`src/rtl/clock_pkg.sv`:
```
// clock_pkg: state encoding, error codes and time-field limits shared by the
// reconfiguration sequencer, its bus interface and the bench.
package clock_pkg;

    localparam int unsigned HOUR_W = 32'd5;
    localparam int unsigned MIN_W  = 32'd6;
    localparam int unsigned SEC_W  = 32'd6;

    localparam logic [HOUR_W-1:0] HOUR_MAX = 5'd23;
    localparam logic [MIN_W-1:0]  MIN_MAX  = 6'd59;
    localparam logic [SEC_W-1:0]  SEC_MAX  = 6'd59;

    localparam logic [1:0] ERR_NONE    = 2'd0;
    localparam logic [1:0] ERR_RANGE   = 2'd1;
    localparam logic [1:0] ERR_TIMEOUT = 2'd2;

    typedef enum logic [2:0] {
        ST_IDLE      = 3'd0,
        ST_FREEZE    = 3'd1,
        ST_PLL_START = 3'd2,
        ST_PLL_WAIT  = 3'd3,
        ST_LOAD      = 3'd4,
        ST_RELEASE   = 3'd5
    } seq_state_t;

    function automatic logic time_in_range(
        input logic [HOUR_W-1:0] hour,
        input logic [MIN_W-1:0]  min,
        input logic [SEC_W-1:0]  sec
    );
        return (hour <= HOUR_MAX) && (min <= MIN_MAX) && (sec <= SEC_MAX);
    endfunction

endpackage

```
`src/rtl/clock_reconfig_seq_if.sv`:
```
// clock_reconfig_seq_if: set-time request channel, PLL handshake and counter-chain
// control bundled together; slave is the sequencer side, master the surrounding logic.
interface clock_reconfig_seq_if;
    import clock_pkg::*;

    logic              req_valid;
    logic              req_ready;
    logic [HOUR_W-1:0] req_hour;
    logic [MIN_W-1:0]  req_min;
    logic [SEC_W-1:0]  req_sec;
    logic              pll_start;
    logic              pll_busy;
    logic              pll_locked;
    logic              reconfig_en;
    logic              load_en;
    logic [HOUR_W-1:0] load_hour;
    logic [MIN_W-1:0]  load_min;
    logic [SEC_W-1:0]  load_sec;
    logic              done;
    logic              err;
    logic [1:0]        err_code;

    modport master (
        output req_valid, req_hour, req_min, req_sec, pll_busy, pll_locked,
        input  req_ready, pll_start, reconfig_en, load_en, load_hour, load_min,
               load_sec, done, err, err_code
    );

    modport slave (
        input  req_valid, req_hour, req_min, req_sec, pll_busy, pll_locked,
        output req_ready, pll_start, reconfig_en, load_en, load_hour, load_min,
               load_sec, done, err, err_code
    );

endinterface

```
`src/rtl/timeout_counter.sv`:
```
// timeout_counter: saturating cycle counter with synchronous clear; o_term flags
// the LIMIT-th enabled cycle since the last clear.
module timeout_counter #(
    parameter int unsigned LIMIT = 32'd500_000
) (
    input  logic clk,
    input  logic reset,
    input  logic i_en,
    input  logic i_clr,
    output logic o_term
);

    localparam int unsigned W = $clog2(LIMIT + 32'd1);

    logic [W-1:0] r_cnt;

    // Count enabled cycles, holding at LIMIT so a long stall cannot wrap.
    always_ff @(posedge clk or posedge reset) begin
        if (reset) begin
            r_cnt <= '0;
        end else if (i_clr) begin
            r_cnt <= '0;
        end else if (i_en && (r_cnt != W'(LIMIT))) begin
            r_cnt <= r_cnt + W'(32'd1);
        end else begin
            r_cnt <= r_cnt;
        end
    end

    assign o_term = (r_cnt == W'(LIMIT - 32'd1));

endmodule

```
`src/rtl/clock_reconfig_seq.sv`:
```
// clock_reconfig_seq: owns reconfig_en of the time counter chain; range-checks a set-time
// request, freezes the chain, optionally reconfigures the PLL (CLOCK_RECONF_PLL_EN), then loads.
module clock_reconfig_seq
    import clock_pkg::*;
#(
    parameter int unsigned CLK_HZ          = 32'd50_000_000,
    parameter int unsigned LOCK_TIMEOUT_MS = 32'd10,
    parameter int unsigned FREEZE_CYC      = 32'd2,
    parameter int unsigned TIMEOUT_CYC     = CLK_HZ / 32'd1000 * LOCK_TIMEOUT_MS
) (
    input  logic clk,
    input  logic reset,
    clock_reconfig_seq_if.slave bus
);

    localparam int unsigned FRZ_W = (FREEZE_CYC > 32'd1) ? $clog2(FREEZE_CYC) : 32'd1;
    localparam logic [FRZ_W-1:0] FRZ_LAST = FRZ_W'(FREEZE_CYC - 32'd1);

    seq_state_t        r_state;
    logic [FRZ_W-1:0]  r_frz_cnt;
    logic [HOUR_W-1:0] r_hour;
    logic [MIN_W-1:0]  r_min;
    logic [SEC_W-1:0]  r_sec;
    logic              r_req_ready;
    logic              r_reconfig_en;
    logic              r_load_en;
    logic              r_done;
    logic              r_err;
    logic [1:0]        r_err_code;
    logic              w_req_fire;
    logic              w_req_ok;

    assign w_req_fire = bus.req_valid & r_req_ready;
    assign w_req_ok   = time_in_range(bus.req_hour, bus.req_min, bus.req_sec);

`ifdef CLOCK_RECONF_PLL_EN
    logic r_pll_start;
    logic w_pll_ready;
    logic w_to_en;
    logic w_to_clr;
    logic w_to_term;

    assign w_pll_ready = ~bus.pll_busy & bus.pll_locked;
    assign w_to_en     = (r_state == ST_PLL_WAIT);
    assign w_to_clr    = (r_state == ST_PLL_START);

    timeout_counter #(
        .LIMIT (TIMEOUT_CYC)
    ) u_timeout (
        .clk    (clk),
        .reset  (reset),
        .i_en   (w_to_en),
        .i_clr  (w_to_clr),
        .o_term (w_to_term)
    );

    assign bus.pll_start = r_pll_start;
`else
    localparam int unsigned UNUSED_TIMEOUT_CYC = TIMEOUT_CYC;
    logic w_unused_pll;

    assign w_unused_pll  = bus.pll_busy ^ bus.pll_locked;
    assign bus.pll_start = 1'b0;
`endif

    // Sequencer FSM; every output is a register updated together with the state.
    always_ff @(posedge clk or posedge reset) begin
        if (reset) begin
            r_state       <= ST_IDLE;
            r_frz_cnt     <= '0;
            r_hour        <= '0;
            r_min         <= '0;
            r_sec         <= '0;
            r_req_ready   <= 1'b0;
            r_reconfig_en <= 1'b0;
            r_load_en     <= 1'b0;
            r_done        <= 1'b0;
            r_err         <= 1'b0;
            r_err_code    <= ERR_NONE;
`ifdef CLOCK_RECONF_PLL_EN
            r_pll_start   <= 1'b0;
`endif
        end else begin
            r_load_en <= 1'b0;
            r_done    <= 1'b0;
            r_err     <= 1'b0;
`ifdef CLOCK_RECONF_PLL_EN
            r_pll_start <= 1'b0;
`endif
            case (r_state)
                ST_IDLE: begin
                    if (w_req_fire) begin
                        r_hour <= bus.req_hour;
                        r_min  <= bus.req_min;
                        r_sec  <= bus.req_sec;
                        // A bad time is rejected without ever touching the counters.
                        if (w_req_ok) begin
                            r_state       <= ST_FREEZE;
                            r_frz_cnt     <= '0;
                            r_reconfig_en <= 1'b1;
                            r_req_ready   <= 1'b0;
                            r_err_code    <= ERR_NONE;
                        end else begin
                            r_err         <= 1'b1;
                            r_err_code    <= ERR_RANGE;
                            r_req_ready   <= 1'b1;
                        end
                    end else begin
                        r_req_ready <= 1'b1;
                    end
                end
                ST_FREEZE: begin
                    if (r_frz_cnt == FRZ_LAST) begin
`ifdef CLOCK_RECONF_PLL_EN
                        r_state     <= ST_PLL_START;
                        r_pll_start <= 1'b1;
`else
                        r_state     <= ST_LOAD;
                        r_load_en   <= 1'b1;
`endif
                    end else begin
                        r_frz_cnt <= r_frz_cnt + FRZ_W'(32'd1);
                    end
                end
`ifdef CLOCK_RECONF_PLL_EN
                ST_PLL_START: begin
                    r_state <= ST_PLL_WAIT;
                end
                ST_PLL_WAIT: begin
                    // Lock is tested first so it wins over a coincident timeout.
                    if (w_pll_ready) begin
                        r_state   <= ST_LOAD;
                        r_load_en <= 1'b1;
                    end else if (w_to_term) begin
                        r_state       <= ST_RELEASE;
                        r_reconfig_en <= 1'b0;
                        r_err         <= 1'b1;
                        r_err_code    <= ERR_TIMEOUT;
                    end else begin
                        r_state <= ST_PLL_WAIT;
                    end
                end
`endif
                ST_LOAD: begin
                    r_state       <= ST_RELEASE;
                    r_reconfig_en <= 1'b0;
                    r_done        <= 1'b1;
                end
                ST_RELEASE: begin
                    r_state     <= ST_IDLE;
                    r_req_ready <= 1'b1;
                end
                default: begin
                    r_state       <= ST_IDLE;
                    r_reconfig_en <= 1'b0;
                    r_req_ready   <= 1'b0;
                end
            endcase
        end
    end

    assign bus.req_ready   = r_req_ready;
    assign bus.reconfig_en = r_reconfig_en;
    assign bus.load_en     = r_load_en;
    assign bus.load_hour   = r_hour;
    assign bus.load_min    = r_min;
    assign bus.load_sec    = r_sec;
    assign bus.done        = r_done;
    assign bus.err         = r_err;
    assign bus.err_code    = r_err_code;

endmodule

```
`src/flat_wrapper.sv`:
```
// flat-port wrapper written by rule: the top's interface ports become plain ports
module clock_reconfig_seq_flat import clock_pkg::*;
#(
    parameter int unsigned CLK_HZ          = 32'd50_000_000,
    parameter int unsigned LOCK_TIMEOUT_MS = 32'd10,
    parameter int unsigned FREEZE_CYC      = 32'd2,
    parameter int unsigned TIMEOUT_CYC     = CLK_HZ / 32'd1000 * LOCK_TIMEOUT_MS
)
  (clk, reset, bus_req_valid, bus_req_hour, bus_req_min, bus_req_sec, bus_pll_busy, bus_pll_locked, bus_req_ready, bus_pll_start, bus_reconfig_en, bus_load_en, bus_load_hour, bus_load_min, bus_load_sec, bus_done, bus_err, bus_err_code);
  clock_reconfig_seq_if bus_i ();
  input  logic clk;
  input  logic reset;
  input wire logic [$bits(bus_i.req_valid)-1:0] bus_req_valid;
  input wire logic [$bits(bus_i.req_hour)-1:0] bus_req_hour;
  input wire logic [$bits(bus_i.req_min)-1:0] bus_req_min;
  input wire logic [$bits(bus_i.req_sec)-1:0] bus_req_sec;
  input wire logic [$bits(bus_i.pll_busy)-1:0] bus_pll_busy;
  input wire logic [$bits(bus_i.pll_locked)-1:0] bus_pll_locked;
  output wire logic [$bits(bus_i.req_ready)-1:0] bus_req_ready;
  output wire logic [$bits(bus_i.pll_start)-1:0] bus_pll_start;
  output wire logic [$bits(bus_i.reconfig_en)-1:0] bus_reconfig_en;
  output wire logic [$bits(bus_i.load_en)-1:0] bus_load_en;
  output wire logic [$bits(bus_i.load_hour)-1:0] bus_load_hour;
  output wire logic [$bits(bus_i.load_min)-1:0] bus_load_min;
  output wire logic [$bits(bus_i.load_sec)-1:0] bus_load_sec;
  output wire logic [$bits(bus_i.done)-1:0] bus_done;
  output wire logic [$bits(bus_i.err)-1:0] bus_err;
  output wire logic [$bits(bus_i.err_code)-1:0] bus_err_code;
  assign bus_i.req_valid = bus_req_valid;
  assign bus_i.req_hour = bus_req_hour;
  assign bus_i.req_min = bus_req_min;
  assign bus_i.req_sec = bus_req_sec;
  assign bus_i.pll_busy = bus_pll_busy;
  assign bus_i.pll_locked = bus_pll_locked;
  assign bus_req_ready = bus_i.req_ready;
  assign bus_pll_start = bus_i.pll_start;
  assign bus_reconfig_en = bus_i.reconfig_en;
  assign bus_load_en = bus_i.load_en;
  assign bus_load_hour = bus_i.load_hour;
  assign bus_load_min = bus_i.load_min;
  assign bus_load_sec = bus_i.load_sec;
  assign bus_done = bus_i.done;
  assign bus_err = bus_i.err;
  assign bus_err_code = bus_i.err_code;
  clock_reconfig_seq #(.CLK_HZ(CLK_HZ), .LOCK_TIMEOUT_MS(LOCK_TIMEOUT_MS), .FREEZE_CYC(FREEZE_CYC), .TIMEOUT_CYC(TIMEOUT_CYC)) u_core (.clk(clk), .reset(reset), .bus(bus_i));
endmodule
```
`config.mk`:
```
export PLATFORM = sky130hd
export DESIGN_NAME = clock_reconfig_seq_flat
export DESIGN_NICKNAME = d
export VERILOG_FILES = /design/src/rtl/clock_pkg.sv /design/src/rtl/clock_reconfig_seq_if.sv /design/src/rtl/timeout_counter.sv /design/src/rtl/clock_reconfig_seq.sv /design/src/flat_wrapper.sv
export SDC_FILE = /design/constraint.sdc
export NUM_CORES = 1
export LEC_CHECK = 0
export CAP_MARGIN = 20
export CORE_MARGIN = 2
export CORE_UTILIZATION = 45
export DETAILED_ROUTE_END_ITERATION = 8
export PLACE_DENSITY_LB_ADDON = 0.08
export SYNTH_ARGS = -nofsm -noshare
export SYNTH_HDL_FRONTEND = slang
export SYNTH_SLANG_ARGS = --single-unit
```
`constraint.sdc`:
```
create_clock -name clk -period 3.3 [get_ports clk]
set_clock_uncertainty 0.2 [all_clocks]
set_input_delay 0.66 -clock clk [delete_from_list [all_inputs] [get_ports clk]]
set_output_delay 0.66 -clock clk [all_outputs]
set_load 0.02 [all_outputs]
```
==> flow_metrics.py <==
metrics = {
    "outcome": {
        "status": "completed",
    },
    "cts": {
        "cts_buffers": 3,
        "ctsRootBufferMaster": "clkbuf_4",
        "clk_latency_ns": 0.32,
        "clk_pin_slew_ns": 0.15,
        "cts_resized": 0,
        "cts_tree": "done",
        "clockBufferDepth": 2,
        "cts.hold.buffers_added": 0,
        "clock-sinks": 26,
        "post_cts_buffers": 0,
        "htreeDepth": 1,
    },
    "yosys": {
        "synth_top_cell_area_share": 0.566,
        "syn_avg_cell_area_sq_um": 14.7,
        "synth-edff-count": 0,
        "synth.area.top_cells": "dfrtp_1, mux2_4, mux2_2",
        "syn_area_sq_mm": 0.00115,
        "ys_ff_latch": 26,
        "ys_seq_area_frac": 0.566,
        "synth_warnings": 0,
        "synthFlopType": "dfrtp_1",
        "synth.distinct_cells": 28,
        "yosysTopAreaCell": "dfrtp_1",
        "synth-async-reset-ratio": 1.00,
        "synth_cells": 78,
    },
    "route": {
        "top_layer_used": "met4",
        "viasPerCell": 4.89,
        "route.met3.wl_um": 182,
        "drt-total-wl_um": 2140,
        "detail-route-antenna-nets": 0,
        "wl_met1_um": 931,
        "dr_wl_met2_um": 1010,
        "drt_iter0_markers": 9,
        "dr_total_vias": 748,
        "wl_per_cell_um": 14.0,
        "route.detailed.drc": 0,
        "drtPass1Iterations": 4,
    },
    "pwr": {
        "ir_drop_mv": 0.595,
        "power_density_mw_per_mm2": 955,
        "p_leak_nw": 0.747,
        "p_clk_frac": 0.103,
        "intPower_w": 0.00100,
        "p_comb_frac": 0.543,
        "p_sw_w": 0.000552,
        "switching_share": 0.355,
        "seqPwrFrac": 0.354,
    },
    "sta": {
        "hold-worst-slack_ns": 0.297,
        "fin_crit_ns": 2.18,
        "hold_viol": 0,
        "finalWorstSetupSlack_ns": 1.12,
        "rsz0062_at_grt": "no",
        "finalSetupViolCount": 0,
        "fin_tns_setup_ns": 0,
        "period_share": 0.662,
        "max_freq_mhz": 458,
        "slew_viol_final": 0,
    },
    "worst_setup_path": {
        "max_stage_delay_ns": 0.62,
        "cp-start-kind": "register",
        "cp-end-kind": "primary output",
        "slowest_stage": "clkdlybuf4s50_1",
        "critical_path.top_delay_family": "buffers and inverters",
        "path_max_fanout": 2,
        "path_cells": "clkdlybuf4s50_1",
        "required_ns": 2.44,
        "path_class": "reg -> out",
        "cp.arrival_ns": 1.32,
        "critPathBufInv": 1,
    },
    "floorplan": {
        "io_pins": 47,
        "initial_core_util": 0.468,
        "die_w_um": 54.5,
        "row_count": 18,
        "core_area_sq_mm": 0.00245,
        "die_h_um": 54.5,
        "die_area_sq_mm": 0.00297,
    },
    "place": {
        "gp_congestion": 0.698,
        "dp_hpwl_um": 1600,
        "port_buffers": 42,
        "dp_slack_ns": 0.916,
    },
    "final_layout": {
        "final_cell_mix": "clkdlybuf4s50_1, dfrtp_1, mux2_2, mux2_4",
        "syn_to_final_growth_pct": 41.7,
        "n_antenna_cell": 0,
        "final_common_cell": "clkdlybuf4s50_1",
        "nets": 150,
        "drive_gt1_frac": 0.220,
    },
    "global_routing": {
        "first_global_vias": 793,
        "antenna_found_initial": 0,
        "grt_usage": 0.173,
        "grt_pass1_wl_um": 3560,
        "grt_max_degree": 27,
        "grt.overflow.total": 0,
    },
    "worst_hold_path": {
        "hold_class": "reg -> reg",
    },
    "job": {
        "cap_violations": 0,
    },
}
worst paths after layout:
kind / from / end / slack [ns] / cells past startpoint
max in group asynchronous: reset / u_core.bus.load_sec[4] / 2.18 / 3
max: u_core.bus.load_min[5] / bus_load_min[5] / 1.12 / 1
min in group asynchronous: reset / u_core.bus.err / 0.47 / 3
min reg2reg: u_core.bus.err_code[0] / u_core.bus.err_code[0] / 0.30 / 1
max reg2reg: u_core.r_state[0] / u_core.r_state[2] / 1.40 / 5
min: u_core.bus.err_code[0] / u_core.bus.err_code[0] / 0.30 / 1
cells in the mapped netlist, types with 2 or more instances:
master / count
nand2_1: 2
nand4_1: 3
mux2_2: 9
mux2_4: 8
inv_1: 4
buf_4: 2
dfrtp_1: 26
ha_1: 4
worst reg2reg max path, stage by stage, from the launching register on:
cell     delay, ns
dfrtp_1       0.43
inv_1         0.10
ha_1          0.31
and2b_4       0.25
a31oi_4       0.16
mux2_1        0.34
power groups by stage:
stage               Sequential (W)  Clock [W]  Combinational (W)
finish                    0.000550   0.000160           0.000845
CTS                       0.000550   0.000165           0.000857
detailed placement        0.000558          0           0.000853
floorplan                 0.000714          0           0.000348
global route              0.000572   0.000174           0.000912
global placement          0.000547          0           0.000839
metal layers:
layer  vias up  GRT usage
li1        360          -
met1       360      0.212
met2        26      0.279
met3         2     0.0464
met4         0     0.0875
met5         -          0
area by class of cell:
class | instances | area (sq um)
Tap cell | 30 | 37.5
Multi-Input combinational cell | 46 | 460
Inverter | 4 | 15.0
Fill cell | 183 | 827
Timing Repair Buffer | 43 | 428
Sequential cell | 26 | 651
Clock buffer | 4 | 36.3
state kept, by name, indices dropped and copies added (netlist names):
register,count
u_core.bus.err_code,1
u_core.bus.load_min,6
u_core.bus.reconfig_en,1
u_core.r_state,2
u_core.bus.load_hour,5
u_core.r_frz_cnt,1
u_core.bus.load_en,1
u_core.bus.err,1
u_core.bus.req_ready,1
u_core.bus.load_sec,6
u_core.bus.done,1
logic make-up (layout without fill, tap and decap cells):
kind of cell,after synthesis,in the layout,synth area share
flops,26,26,0.566
mux,19,19,0.211
simple gates,14,14,0.0806
fa+ha+maj,4,4,0.0436
other cells,1,2,0.00326
buf+inv,7,51,0.0359
compound gates,7,7,0.0588
per-stage QoR:
step,total power [W],utilization,instances,cell area (sq um)
3_5_place_dp,0.00141,0.648,149,1590
3_3_place_gp,0.00139,0.648,149,1590
6_report,0.00156,0.663,153,1630
5_1_grt,0.00166,0.663,153,1630
4_1_cts,0.00157,0.663,153,1630
2_1_floorplan,0.00106,-,79,1150
Power figures use the tool's default switching activity.
